===== config.mk =====
export PLATFORM = sky130hd
export DESIGN_NAME = controlador_rpn
export DESIGN_NICKNAME = d
export VERILOG_FILES = /design/src/rtl/controlador_rpn.sv
export SDC_FILE = /design/constraint.sdc
export NUM_CORES = 1
export LEC_CHECK = 0
export BUFFER_PORTS_ARGS = -buffer_cell sky130_fd_sc_hd__clkbuf_2
export CAP_MARGIN = 40
export CORE_MARGIN = 3
export CORE_UTILIZATION = 54
export DETAILED_ROUTE_END_ITERATION = 12
export HOLD_SLACK_MARGIN = 0.15
export PLACE_DENSITY = 0.81
export SYNTH_ARGS = -nofsm -noshare
export SYNTH_HDL_FRONTEND = slang
export SYNTH_SLANG_ARGS = --single-unit
export TNS_END_PERCENT = 100

===== constraint.sdc =====
create_clock -name clk -period 5.7 [get_ports clk]
set_input_delay 0.285 -clock clk [delete_from_list [all_inputs] [get_ports clk]]
set_output_delay 0.285 -clock clk [all_outputs]
set_load 0.01 [all_outputs]

===== src/rtl/controlador_rpn.sv =====
// Sequencer for the RPN calculator: drives push/pop strobes for a small operand stack,
// runs the ULA start/ready handshake and writes the result back, trapping stack/ULA faults.
module controlador_rpn #(
    parameter int PROFUNDIDADE   = 4,
    parameter int TIMEOUT_CICLOS = 16,
    parameter int LARGURA        = 8
) (
    input  logic               clk,
    input  logic               rst,
    input  logic               entrada_numero,
    input  logic               entrada_operacao,
    input  logic [LARGURA-1:0] dado_entrada,
    input  logic [2:0]         operacao,
    input  logic               ula_pronto,
    input  logic               ula_erro,
    input  logic [LARGURA-1:0] resultado_ula,
    input  logic               limpar_erro,
    output logic               push,
    output logic               pop,
    output logic [LARGURA-1:0] dado_push,
    output logic               ula_start,
    output logic [2:0]         operacao_ula,
    output logic [2:0]         contagem,
    output logic               pilha_vazia,
    output logic               pilha_cheia,
    output logic               ocupado,
    output logic               erro,
    output logic [1:0]         codigo_erro
);
    localparam int TW = $clog2(TIMEOUT_CICLOS + 1);
    localparam logic [2:0]    PROF    = 3'(PROFUNDIDADE);
    localparam logic [TW-1:0] TMO_ULT = TW'(TIMEOUT_CICLOS - 1);

    typedef enum logic [2:0] {
        OCIOSO, PUSH_NUM, EXEC, ESPERA, POP1, POP2, PUSH_RES, ERRO
    } estado_t;

    estado_t            estado_q, estado_d;
    logic [2:0]         contagem_q, contagem_d;
    logic [LARGURA-1:0] dado_q, dado_d;
    logic [2:0]         op_q, op_d;
    logic [1:0]         cod_q, cod_d;
    logic [TW-1:0]      tmo_q, tmo_d;
    logic [2:0]         necessario;

    // Unary ops (11x) consume one operand, everything else two.
    assign necessario = (operacao[2:1] == 2'b11) ? 3'd1 : 3'd2;

    always_comb begin
        estado_d   = estado_q;
        contagem_d = contagem_q;
        dado_d     = dado_q;
        op_d       = op_q;
        cod_d      = cod_q;
        tmo_d      = tmo_q;
        case (estado_q)
            OCIOSO: begin
                if (entrada_numero) begin
                    if (contagem_q == PROF) begin
                        estado_d = ERRO;
                        cod_d    = 2'b10;
                    end else begin
                        dado_d   = dado_entrada;
                        estado_d = PUSH_NUM;
                    end
                end else if (entrada_operacao) begin
                    if (contagem_q < necessario) begin
                        estado_d = ERRO;
                        cod_d    = 2'b01;
                    end else begin
                        op_d     = operacao;
                        estado_d = EXEC;
                    end
                end
            end
            PUSH_NUM: begin
                contagem_d = contagem_q + 3'd1;
                estado_d   = OCIOSO;
            end
            EXEC: begin
                tmo_d    = '0;
                estado_d = ESPERA;
            end
            ESPERA: begin
                if (ula_pronto) begin
                    if (ula_erro) begin
                        estado_d = ERRO;
                        cod_d    = 2'b11;
                    end else begin
                        dado_d   = resultado_ula;
                        estado_d = POP1;
                    end
                end else if (tmo_q == TMO_ULT) begin
                    estado_d = ERRO;
                    cod_d    = 2'b11;
                end else begin
                    tmo_d = tmo_q + TW'(1);
                end
            end
            POP1: begin
                contagem_d = contagem_q - 3'd1;
                estado_d   = (op_q[2:1] == 2'b11) ? PUSH_RES : POP2;
            end
            POP2: begin
                contagem_d = contagem_q - 3'd1;
                estado_d   = PUSH_RES;
            end
            PUSH_RES: begin
                contagem_d = contagem_q + 3'd1;
                estado_d   = OCIOSO;
            end
            ERRO: begin
                if (limpar_erro) begin
                    cod_d    = 2'b00;
                    estado_d = OCIOSO;
                end
            end
            default: estado_d = OCIOSO;
        endcase
    end

    always_ff @(posedge clk or posedge rst) begin
        if (rst) begin
            estado_q   <= OCIOSO;
            contagem_q <= '0;
            dado_q     <= '0;
            op_q       <= '0;
            cod_q      <= '0;
            tmo_q      <= '0;
        end else begin
            estado_q   <= estado_d;
            contagem_q <= contagem_d;
            dado_q     <= dado_d;
            op_q       <= op_d;
            cod_q      <= cod_d;
            tmo_q      <= tmo_d;
        end
    end

    // Every output comes straight from state or a register.
    assign push         = (estado_q == PUSH_NUM) || (estado_q == PUSH_RES);
    assign pop          = (estado_q == POP1) || (estado_q == POP2);
    assign ula_start    = (estado_q == EXEC);
    assign dado_push    = dado_q;
    assign operacao_ula = op_q;
    assign contagem     = contagem_q;
    assign pilha_vazia  = (contagem_q == 3'd0);
    assign pilha_cheia  = (contagem_q == PROF);
    assign ocupado      = (estado_q != OCIOSO);
    assign erro         = (estado_q == ERRO);
    assign codigo_erro  = cod_q;
endmodule


==> impl_metrics.xml <==
<?xml version="1.0" encoding="UTF-8"?>
<metrics>
  <group name="setup_path">
    <metric name="reg2regPathDepth" unit="">7</metric>
    <metric name="rrSetupSlack" unit="ns">3.52</metric>
    <metric name="cp_max_fo" unit="">6</metric>
    <metric name="setup.worst_path.end_class" unit="">register</metric>
    <metric name="cp-start-kind" unit="">register</metric>
    <metric name="worst-setup-path-type" unit="">register to register</metric>
    <metric name="arrival" unit="ns">2.39</metric>
    <metric name="worst-endpoint-required" unit="ns">5.90</metric>
  </group>
  <group name="logic_synthesis">
    <metric name="synth_cell_types" unit="">48</metric>
    <metric name="synthDominantCellAreaShare" unit="%">39.5</metric>
    <metric name="yosys_warnings" unit="">0</metric>
    <metric name="yosys_most_used_dff" unit="">sky130_fd_sc_hd__dfrtp_1</metric>
    <metric name="post_synth_main_area_contributors" unit="">sky130_fd_sc_hd__dfrtp_1, sky130_fd_sc_hd__mux2_2, sky130_fd_sc_hd__mux2_4</metric>
    <metric name="post_synthesis_sequential_area_ratio" unit="%">39.5</metric>
    <metric name="synth_top_cell_by_area" unit="">sky130_fd_sc_hd__dfrtp_1</metric>
    <metric name="synth_enable_flop_cells" unit="">0</metric>
    <metric name="synth_fp_nets" unit="">177</metric>
    <metric name="synth_cells" unit="">147</metric>
    <metric name="async_flop_share" unit="%">100</metric>
    <metric name="synthesis.area_per_instance" unit="µm²">10.3</metric>
    <metric name="synth_seq_cells" unit="">24</metric>
    <metric name="synth_area" unit="µm²">1520</metric>
  </group>
  <group name="finish">
    <metric name="final_core_util" unit="%">71.4</metric>
    <metric name="finish.net_count" unit="">226</metric>
    <metric name="layout_common_cells" unit="">sky130_fd_sc_hd__clkbuf_2, sky130_fd_sc_hd__dfrtp_1, sky130_fd_sc_hd__nor2_1, sky130_fd_sc_hd__mux2_2</metric>
    <metric name="area_growth" unit="%">20.6</metric>
    <metric name="final-instance-count-excl-fill" unit="">225</metric>
    <metric name="antenna-diode-count" unit="">0</metric>
    <metric name="fraction_of_final_layout_cells_sized_beyond_drive_strength_1" unit="%">41.0</metric>
    <metric name="mostFrequentLayoutCell" unit="">sky130_fd_sc_hd__clkbuf_2</metric>
  </group>
  <group name="sta">
    <metric name="slew_viol_final" unit="">0</metric>
    <metric name="max_freq" unit="MHz">458</metric>
    <metric name="finalHoldViolCount" unit="">0</metric>
    <metric name="slew_headroom" unit="%">57.9</metric>
    <metric name="unrepaired_setup_endpoints_after_global_routing" unit="">false</metric>
    <metric name="timing.final.crit_share" unit="%">38.3</metric>
    <metric name="post-route-worst-setup-slack" unit="ns">3.52</metric>
    <metric name="finalClockSkew" unit="ns">0.00866</metric>
    <metric name="report.final.setup_viol" unit="">0</metric>
    <metric name="fin_crit" unit="ns">2.18</metric>
    <metric name="totalNegativeSetupSlack" unit="ns">0</metric>
    <metric name="tightest_slew" unit="ns">0.629</metric>
  </group>
  <group name="clock_tree">
    <metric name="numClockSinks" unit="">24</metric>
    <metric name="worstSkewPairLatency" unit="ns">0.32</metric>
    <metric name="clk_root_buffer_cell" unit="">sky130_fd_sc_hd__clkbuf_4</metric>
    <metric name="post_cts.resized_instances" unit="">0</metric>
    <metric name="clock_tree.htree_level_count" unit="">1</metric>
    <metric name="cts.path.max_buffers" unit="">2</metric>
    <metric name="tritoncts" unit="">yes</metric>
    <metric name="tritoncts.num_buffers" unit="">3</metric>
    <metric name="clock_pin_slew_reported_for_the_worst_setup_and_hold_paths_after_clock_tree_synthesis" unit="ns">0.12</metric>
  </group>
  <group name="flow_run">
    <metric name="maxCapViolCount" unit="">0</metric>
  </group>
  <group name="drt">
    <metric name="first_iter_violations" unit="">81</metric>
    <metric name="num_vias" unit="">1292</metric>
    <metric name="avgRoutedWirePerCell" unit="µm">14.7</metric>
    <metric name="detail-route-antenna-nets" unit="">0</metric>
    <metric name="firstDrtPassIters" unit="">4</metric>
    <metric name="drt_wl_total" unit="µm">3320</metric>
    <metric name="routed_via_density" unit="">5.74</metric>
    <metric name="remaining_drc_errors" unit="">0</metric>
  </group>
  <group name="place">
    <metric name="port-buffer-count" unit="">48</metric>
    <metric name="dp_hpwl" unit="µm">2580</metric>
    <metric name="placedCellCount" unit="">220</metric>
    <metric name="place.gp.congestion" unit="">0.864</metric>
    <metric name="pre_cts_ws" unit="ns">3.55</metric>
  </group>
  <group name="floorplan">
    <metric name="fp.coreArea" unit="µm²">2570</metric>
    <metric name="floorplan.initialDensity" unit="%">59.2</metric>
    <metric name="die_area" unit="µm²">3490</metric>
    <metric name="fp.dieH" unit="µm">59.1</metric>
    <metric name="design.portCount" unit="">49</metric>
    <metric name="die-width" unit="µm">59.1</metric>
    <metric name="fp-row-count" unit="">18</metric>
  </group>
  <group name="power">
    <metric name="p_seq_share" unit="%">35.5</metric>
    <metric name="netSwitchingFraction" unit="%">42.3</metric>
    <metric name="ir_drop" unit="V">0.000428</metric>
    <metric name="total_internal_power" unit="mW">0.566</metric>
    <metric name="power.density_cell_area" unit="nW/µm²">535</metric>
    <metric name="comb_power_share" unit="%">55.4</metric>
    <metric name="p_sw" unit="mW">0.415</metric>
    <metric name="power" unit="mW">0.982</metric>
    <metric name="clockPowerShare" unit="%">9.1</metric>
    <metric name="p_leak" unit="nW">0.883</metric>
  </group>
  <group name="global_route">
    <metric name="track_usage" unit="%">20.6</metric>
    <metric name="grt_start_max_net_pins" unit="">16</metric>
    <metric name="grt_pass1_vias" unit="">1264</metric>
    <metric name="grt_first_pass_wirelength" unit="µm">5600</metric>
    <metric name="grt-ovfl-total" unit="">0</metric>
    <metric name="antenna_found_initial" unit="">0</metric>
  </group>
  <group name="min_path">
    <metric name="holdCritPathClass" unit="">input pin to register</metric>
    <metric name="holdPathStages" unit="">2</metric>
  </group>
  <group name="status">
    <metric name="run_status" unit="">finished clean</metric>
  </group>
</metrics>
power by group through the flow:
stage               Combinational [mW]  Clock, mW  Sequential [mW]
floorplan                        0.394          0            0.337
detailed placement               0.543          0            0.351
finish                           0.544     0.0894            0.348
CTS                              0.548     0.0918            0.348
global placement                 0.525          0            0.344
global route                     0.605     0.0975            0.364
worst paths after layout:
| check | from | to |
|---|---|---|
| worst max-delay path | tmo_q[0] | codigo_erro[1] |
| worst min-delay path | operacao[0] | operacao_ula[0] |
| worst max register to register | tmo_q[0] | codigo_erro[1] |
| worst min register to register | operacao_ula[0] | operacao_ula[0] |
| max in group asynchronous | rst | dado_push[1] |
| min in group asynchronous | rst | estado_q[1] |
cell families (layout without fill, tap and decap cells):
| group | Yosys count | in the layout | share of synthesized area [%] |
|---|---|---|---|
| and+or+nand+nor | 47 | 47 | 17.4 |
| xor gates and xnor gates | 3 | 3 | 1.73 |
| buffers and inverters | 16 | 64 | 4.20 |
| muxes | 22 | 22 | 18.2 |
| DFF | 24 | 24 | 39.5 |
| AOI/OAI and AO/OA | 31 | 31 | 15.1 |
| adders and majority gates | 4 | 4 | 3.79 |
registers in the layout, summed over array words and instances, names as in the netlist:
| name | flops |
|---|---|
| codigo_erro | 2 |
| estado_q | 3 |
| dado_push | 8 |
| tmo_q | 5 |
| contagem | 3 |
| operacao_ula | 3 |
what timing repair did:
item / CTS / global route
hold endpoints to repair: 11 / 0
hold buffers: 1 / 0
buffers inserted: 0 / 0
worst max-delay path: stages, from the launching register on:
cell and delay [ns]:
sky130_fd_sc_hd__dfrtp_1 0.41, sky130_fd_sc_hd__ha_1 0.17, sky130_fd_sc_hd__and3_1 0.14, sky130_fd_sc_hd__ha_1 0.25
sky130_fd_sc_hd__nor3_1 0.06, sky130_fd_sc_hd__o21ai_0 0.45, sky130_fd_sc_hd__o2111ai_2 0.23, sky130_fd_sc_hd__mux2_1 0.36
layer usage:
metal / vias to the layer above / global-route usage [%] / wire [µm]
li1: 625 / - / -
met5: - / 0 / 0
met4: 0 / 2.91 / 27
met2: 50 / 33.4 / 1570
met3: 6 / 4.14 / 225
met1: 611 / 29.1 / 1490
Yosys cell counts, drive strengths merged (3+ instances only):
master  number
a22oi        3
buf          3
clkbuf       3
dfrtp       24
ha           3
inv         10
mux2        21
nand2        8
nand3b       3
nor2        14
nor3         6
o21ai       11
xnor2        3
layout make-up:
class	instances	area [µm²]
inverter	10	37.5
timing repair buffer	50	265
multi-input combinational	107	856
sequential	24	601
tap	30	37.5
fill	196	734
clock buffer	4	36.3
through the flow:
stage	instance area (µm²)	hold slack, ns
2_1_floorplan	1520	0.300
3_3_place_gp	1770	0.479
6_report	1830	0.204
4_1_cts	1830	0.196
3_5_place_dp	1790	0.317
5_1_grt	1830	0.201
No activity file was read; power rests on OpenSTA's default activity.
